### src/rtl/conv_event_out_serializer.sv
// conv_event_out_serializer
// Buffers packed output spikes {x, y, mask} from the convolution controller
// in a FIFO (backpressure via output_fifo_full) and serializes each mask into
// one {x, y, ch} event per set bit over a valid/ready handshake. Timestep
// boundaries travel in-band as marker entries/beats.
//
// Ports:
//   clk, rst_n        clock, asynchronous active-low reset
//   write_enable      controller writes spike_in this cycle
//   spike_in          {x, y, mask}, x in the MSBs
//   timestep          one-cycle end-of-timestep pulse
//   output_fifo_full  FIFO holds FIFO_DEPTH entries
//   fifo_empty        FIFO holds no entries
//   out_valid         out_event / out_marker valid
//   out_ready         downstream accepts the beat
//   out_event         {x, y, ch}; zero on marker beats
//   out_marker        beat is a timestep marker
//   busy              FIFO non-empty, serializer active, or marker pending
//
// Optional build macro OUT_EVENT_DROP_CNT_EN adds:
//   drop_clr          synchronous clear of drop_count
//   drop_count        saturating count of spikes refused while full
module conv_event_out_serializer #(
    parameter int unsigned COORD_BITS      = 8,
    parameter int unsigned CHANNELS        = 6,
    parameter int unsigned CH_BITS         = $clog2(CHANNELS),
    parameter int unsigned FIFO_DEPTH      = 16,
    parameter int unsigned FIFO_ADDR_WIDTH = $clog2(FIFO_DEPTH)
) (
    input  logic                              clk,
    input  logic                              rst_n,
    input  logic                              write_enable,
    input  logic [2*COORD_BITS+CHANNELS-1:0]  spike_in,
    input  logic                              timestep,
    output logic                              output_fifo_full,
    output logic                              fifo_empty,
    output logic                              out_valid,
    input  logic                              out_ready,
    output logic [2*COORD_BITS+CH_BITS-1:0]   out_event,
    output logic                              out_marker,
    output logic                              busy
`ifdef OUT_EVENT_DROP_CNT_EN
    ,
    input  logic                              drop_clr,
    output logic [15:0]                       drop_count
`endif
);

    localparam int unsigned XY_W    = 2 * COORD_BITS;
    localparam int unsigned SPIKE_W = XY_W + CHANNELS;
    localparam int unsigned ENTRY_W = SPIKE_W + 1;
    localparam int unsigned CNT_W   = FIFO_ADDR_WIDTH + 1;

    typedef enum logic [1:0] {
        S_IDLE,
        S_LOAD,
        S_EMIT,
        S_MARK
    } state_t;

    // Index of the lowest set bit of a mask (0 when the mask is empty).
    function automatic logic [CH_BITS-1:0] lowest_bit(input logic [CHANNELS-1:0] m);
        lowest_bit = '0;
        for (int i = CHANNELS - 1; i >= 0; i--) begin
            if (m[i]) lowest_bit = CH_BITS'(i);
        end
    endfunction

    logic [ENTRY_W-1:0]         mem [FIFO_DEPTH];
    logic [FIFO_ADDR_WIDTH-1:0] wr_ptr;
    logic [FIFO_ADDR_WIDTH-1:0] rd_ptr;
    logic [CNT_W-1:0]           count;
    logic                       pending_marker;

    state_t                     state;
    logic [XY_W-1:0]            hold_xy;
    logic [CHANNELS-1:0]        hold_mask;
    logic                       hold_mflag;
    logic [CH_BITS-1:0]         hold_ch;

    logic                       full_c;
    logic                       empty_c;
    logic                       spike_ok_c;
    logic                       push_spike_c;
    logic                       push_mark_c;
    logic                       push_c;
    logic                       pop_c;
    logic                       pending_next_c;
    logic                       idle_next_c;
    logic [ENTRY_W-1:0]         push_data_c;
    logic [CNT_W-1:0]           count_next_c;
    logic [CHANNELS-1:0]        rem_mask_c;

    // Write-side arbitration: full is judged on the pre-pop count.
    always_comb begin
        full_c         = (count == CNT_W'(FIFO_DEPTH));
        empty_c        = (count == '0);
        spike_ok_c     = write_enable && (spike_in[CHANNELS-1:0] != '0);
        push_spike_c   = spike_ok_c && !full_c;
        // A pending marker absorbs any new timestep, so the spike only
        // carries the marker flag when nothing is already pending.
        push_mark_c    = !push_spike_c && (timestep || pending_marker) && !full_c;
        push_c         = push_spike_c || push_mark_c;
        push_data_c    = push_spike_c ? {timestep && !pending_marker, spike_in}
                                      : {1'b1, SPIKE_W'(0)};
        pop_c          = (state == S_IDLE) && !empty_c;
        count_next_c   = count + CNT_W'(push_c) - CNT_W'(pop_c);
        pending_next_c = pending_marker;
        if ((timestep || pending_marker) && full_c) begin
            pending_next_c = 1'b1;
        end else if (push_mark_c) begin
            pending_next_c = 1'b0;
        end
    end

    // Mask left after the current channel is accepted, and whether the FSM
    // lands in IDLE at the next edge (feeds the registered busy flag).
    always_comb begin
        rem_mask_c  = hold_mask & ~(CHANNELS'(1) << hold_ch);
        idle_next_c = 1'b1;
        case (state)
            S_IDLE:  idle_next_c = empty_c;
            S_LOAD:  idle_next_c = (hold_mask == '0) && !hold_mflag;
            S_EMIT:  idle_next_c = out_ready && (rem_mask_c == '0) && !hold_mflag;
            S_MARK:  idle_next_c = out_ready;
            default: idle_next_c = 1'b1;
        endcase
    end

    // FIFO storage (no reset needed; only written slots are ever read).
    always_ff @(posedge clk) begin
        if (push_c) mem[wr_ptr] <= push_data_c;
    end

    // FIFO pointers, occupancy and pending marker.
    always_ff @(posedge clk or negedge rst_n) begin
        if (!rst_n) begin
            wr_ptr         <= '0;
            rd_ptr         <= '0;
            count          <= '0;
            pending_marker <= 1'b0;
        end else begin
            if (push_c) wr_ptr <= wr_ptr + FIFO_ADDR_WIDTH'(1);
            if (pop_c)  rd_ptr <= rd_ptr + FIFO_ADDR_WIDTH'(1);
            count          <= count_next_c;
            pending_marker <= pending_next_c;
        end
    end

    // Registered status flags, derived from next-cycle state.
    always_ff @(posedge clk or negedge rst_n) begin
        if (!rst_n) begin
            output_fifo_full <= 1'b0;
            fifo_empty       <= 1'b1;
            busy             <= 1'b0;
        end else begin
            output_fifo_full <= (count_next_c == CNT_W'(FIFO_DEPTH));
            fifo_empty       <= (count_next_c == '0);
            busy             <= (count_next_c != '0) || !idle_next_c || pending_next_c;
        end
    end

    // Serializer FSM with registered handshake outputs.
    always_ff @(posedge clk or negedge rst_n) begin
        if (!rst_n) begin
            state      <= S_IDLE;
            hold_xy    <= '0;
            hold_mask  <= '0;
            hold_mflag <= 1'b0;
            hold_ch    <= '0;
            out_valid  <= 1'b0;
            out_event  <= '0;
            out_marker <= 1'b0;
        end else begin
            case (state)
                S_IDLE: begin
                    if (pop_c) begin
                        {hold_mflag, hold_xy, hold_mask} <= mem[rd_ptr];
                        state <= S_LOAD;
                    end
                end
                S_LOAD: begin
                    if (hold_mask != '0) begin
                        hold_ch   <= lowest_bit(hold_mask);
                        out_valid <= 1'b1;
                        out_event <= {hold_xy, lowest_bit(hold_mask)};
                        state     <= S_EMIT;
                    end else if (hold_mflag) begin
                        out_valid  <= 1'b1;
                        out_marker <= 1'b1;
                        out_event  <= '0;
                        state      <= S_MARK;
                    end else begin
                        state <= S_IDLE;
                    end
                end
                S_EMIT: begin
                    if (out_ready) begin
                        hold_mask <= rem_mask_c;
                        if (rem_mask_c != '0) begin
                            hold_ch   <= lowest_bit(rem_mask_c);
                            out_event <= {hold_xy, lowest_bit(rem_mask_c)};
                        end else if (hold_mflag) begin
                            out_marker <= 1'b1;
                            out_event  <= '0;
                            state      <= S_MARK;
                        end else begin
                            out_valid <= 1'b0;
                            out_event <= '0;
                            state     <= S_IDLE;
                        end
                    end
                end
                S_MARK: begin
                    if (out_ready) begin
                        out_valid  <= 1'b0;
                        out_marker <= 1'b0;
                        state      <= S_IDLE;
                    end
                end
                default: begin
                    out_valid  <= 1'b0;
                    out_marker <= 1'b0;
                    out_event  <= '0;
                    state      <= S_IDLE;
                end
            endcase
        end
    end

`ifdef OUT_EVENT_DROP_CNT_EN
    logic drop_c;
    assign drop_c = spike_ok_c && full_c;

    // Saturating drop counter; clear wins over a same-cycle drop.
    always_ff @(posedge clk or negedge rst_n) begin
        if (!rst_n) begin
            drop_count <= '0;
        end else if (drop_clr) begin
            drop_count <= '0;
        end else if (drop_c && (drop_count != 16'hFFFF)) begin
            drop_count <= drop_count + 16'd1;
        end
    end
`endif

endmodule
### config.mk
export PLATFORM = sky130hd
export DESIGN_NAME = conv_event_out_serializer
export DESIGN_NICKNAME = d
export VERILOG_FILES = /design/src/rtl/conv_event_out_serializer.sv
export SDC_FILE = /design/constraint.sdc
export NUM_CORES = 1
export LEC_CHECK = 0
export BUFFER_PORTS_ARGS = -buffer_cell sky130_fd_sc_hd__clkbuf_2
export CORE_MARGIN = 2
export CORE_UTILIZATION = 24
export DETAILED_ROUTE_END_ITERATION = 10
export PLACE_DENSITY_LB_ADDON = 0.05
export SLEW_MARGIN = 0
export SYNTH_ARGS = -nofsm -noshare
export SYNTH_HDL_FRONTEND = slang
export SYNTH_SLANG_ARGS = --single-unit
### constraint.sdc
create_clock -name clk -period 8.9 [get_ports clk]
set_input_delay 0.89 -clock clk [delete_from_list [all_inputs] [get_ports clk]]
set_output_delay 0.89 -clock clk [all_outputs]
set_load 0.01 [all_outputs]
==> flow_metrics.py <==
metrics = {
    "status": {
        "status": "completed",
    },
    "critical_path": {
        "slowest_delay_ps": 820,
        "cp-end-kind": "flip-flop",
        "path_max_fanout": 21,
        "worst_ep_arrival_time_ps": 4780,
        "path_cells": "inv_1, ha_1, nor4b_2, nand2b_1, inv_1, ha_1, inv_1, ha_1, fa_1, xor2_1, or3_1, nor3_1, o311ai_1",
        "critPathLaunchType": "flip-flop",
        "crit_type": "flip-flop to flip-flop",
        "critPathRequiredTime_ps": 9340,
        "slowest_stage": "nand2b_1",
    },
    "clocking": {
        "clk_latency_ps": 590,
        "clock-sinks": 434,
        "clk_pin_slew_worst_paths_ps": 60,
        "root_buffer": "clkbuf_16",
        "cts_setup_buffers": 0,
        "hold_buffers": 0,
        "clockBufferDepth": 3,
        "cts_resized": 0,
        "h-tree-depth": 2,
        "cts_tree": "done",
        "cts_buffers": 52,
    },
    "finish": {
        "mostFrequentLayoutCells": "edfxtp_1 (368), mux4_2 (95), dfrtp_1 (62)",
        "diodes": 0,
        "drive_gt1_share_pct": 26.8,
        "fin_nets": 1023,
        "area_delta_synth_final_pct": 18.2,
        "design_area_um2": 20500,
        "final_common_cell": "edfxtp_1",
    },
    "global_routing": {
        "met1_usage_pct": 17.4,
        "busiest_layer": "met2",
        "grt_use_met2_pct": 21.3,
        "grt_start_max_net_pins": 67,
        "grt_pass1_wl_um": 68300,
        "grtUsageMet3_pct": 2.59,
        "overflow": 0,
        "antenna_found_initial": 2,
        "grt_pass1_vias": 9120,
        "grt_util_all_layers_pct": 12.9,
    },
    "floorplan": {
        "ios": 51,
        "die_area_um2": 74600,
        "core-area_um2": 71600,
        "die_w_um": 273,
        "die_h_um": 273,
        "rows": 98,
        "initial_utilization_pct": 24.3,
    },
    "synthesis": {
        "seq_area_frac_synth_pct": 73.1,
        "ys.flop_type": "edfxtp_1",
        "synth-seq-cells": 434,
        "netlist_area_um2": 17400,
        "synth_edf_count": 368,
        "yosys_warnings": 0,
        "async_flop_share_pct": 15.2,
        "synth_area_leaders": "edfxtp_1 (64%), mux4_2 (12%), dfrtp_1 (9.4%), mux2i_1 (2.4%), ha_1 (1.1%)",
        "yosysTopAreaCellShare_pct": 63.6,
        "yosysUniqueCellTypes": 62,
        "yosys.area.top_type": "edfxtp_1",
        "syn-num-nets": 945,
        "synth_cells": 902,
        "syn_area_per_cell_um2": 19.3,
    },
    "timing": {
        "layout_setup_ws_ps": 4560,
        "fin_setup_tns_ps": 0,
        "final-hold-violation-count": 0,
        "final.period_utilization_pct": 48.8,
        "fmax_mhz": 230,
        "maxSlewHeadroom_pct": 15.2,
        "max_slew.worst_pin.slew_ps": 1270,
        "setup_viol": 0,
        "whs_ps": 441,
        "final-max-slew-violation-count": 0,
        "grt_setup_unrepaired": "no",
        "clock-skew-final_ps": 12.6,
        "period_needed_ps": 4340,
    },
    "power_and_ir_drop": {
        "p_per_area_nw_per_um2": 353,
        "power.leakage_nw": 7.00,
        "irDropWorstVdd_uv": 156,
    },
    "detailed_routing": {
        "firstDrtPassIters": 4,
        "wl_per_cell_um": 24.0,
        "ant_nets": 0,
        "drtIter0Drc": 456,
        "routed_wl_um": 47400,
        "viasPerCell": 4.34,
        "vias": 8564,
        "drc": 0,
    },
    "worst_hold_path": {
        "worstHoldPathType": "input port to async pin",
    },
    "placement": {
        "port_buffers": 50,
        "place_ws_ps": 4460,
        "hpwl_um": 26800,
        "place_area_um2": 18900,
        "place_congestion": 0.703,
    },
    "run": {
        "cap_viol_max_count": 0,
    },
}
-- critical path, delay by kind of cell (launching register included) --
kind | cells | cell delay, ps
DFF | 1 | 380
and+or+nand+nor | 4 | 1760
AOI/OAI and AO/OA | 1 | 150
adders and majority gates | 4 | 1190
buffers and inverters | 3 | 540
xor gates and xnor gates | 1 | 160
-- kinds of logic after synthesis --
group | Yosys count | synth area share [%]
DFF | 434 | 73.1
buffers and inverters | 68 | 1.88
muxes | 141 | 15.0
and+or+nand+nor | 118 | 3.75
adders and majority gates | 16 | 1.20
AOI/OAI and AO/OA | 115 | 4.57
xor gates and xnor gates | 10 | 0.504
-- Yosys cell counts (all sizes together), types with 3 or more instances --
cell type	instances
a21o	17
a21oi	15
a22o	16
a31oi	4
and2	18
and3	5
buf	33
clkbuf	16
dfrtp	65
edfxtp	368
ha	15
inv	19
mux2	4
mux2i	42
mux4	95
nand2	26
nand2b	8
nand3	5
nand4	3
nor2	26
nor2b	4
nor3	10
o21ai	24
o22ai	17
xnor2	7
xor2	3
-- area by class of cell --
| class | instances | area (um2) |
|---|---|---|
| Tap cell | 950 | 1190 |
| Clock buffer | 79 | 1440 |
| Inverter | 19 | 71.3 |
| Multi-Input combinational cell | 400 | 4470 |
| Sequential cell | 434 | 12700 |
| Fill cell | 7136 | 51100 |
| Clock inverter | 18 | 225 |
| Timing Repair Buffer | 73 | 425 |
-- worst paths after layout --
kind                                                from                        to  slack [ps]  depth (start not counted)
worst max-delay path                  count[3]$_DFF_PN0_            busy$_DFF_PN0_        4560                         13
worst min-delay path                               rst_n      state[1]$_DFFE_PN0P_         440                          1
worst max register to register        count[3]$_DFF_PN0_            busy$_DFF_PN0_        4560                         13
worst min register to register  out_event[0]$_DFFE_PN0P_  out_event[0]$_DFFE_PN0P_         490                          2
max in group asynchronous                          rst_n     rd_ptr[0]$_DFFE_PN0P_        7760                          1
min in group clk                out_event[0]$_DFFE_PN0P_  out_event[0]$_DFFE_PN0P_         490                          2
-- registers in the layout, indices dropped and copies added (netlist names), 2 cells and up --
name,count
out_event,19
hold_mask,6
hold_ch,3
rd_ptr,4
mem,368
count,5
hold_xy,16
state,2
wr_ptr,4
-- through the flow --
stage | utilization, % | power (mW) | std cells
after floorplan | - | 4.44 | 902
after global placement | 26.3 | 5.30 | 1876
after detailed placement | 26.3 | 5.27 | 1876
after CTS | 28.7 | 7.42 | 1973
after global routing | 28.7 | 7.68 | 1973
final | 28.7 | 7.24 | 1973
-- power breakdown --
part | leakage, nW | switching [mW] | total [mW] | internal (mW)
Combinational | 2.00 | 1.22 | 2.15 | 0.935
Sequential | 4.20 | 0.339 | 2.98 | 2.64
Clock | 0.808 | 0.840 | 2.10 | 1.26
Total | 7.00 | 2.40 | 7.24 | 4.84
-- routing by layer --
| metal | routed length [um] | vias up |
|---|---|---|
| met1 | 21700 | 4541 |
| met3 | 1850 | 63 |
| met2 | 22900 | 141 |
| met5 | 0 | - |
| met4 | 912 | 0 |
| li1 | - | 3819 |
No activity file was read; power rests on OpenSTA's default activity.
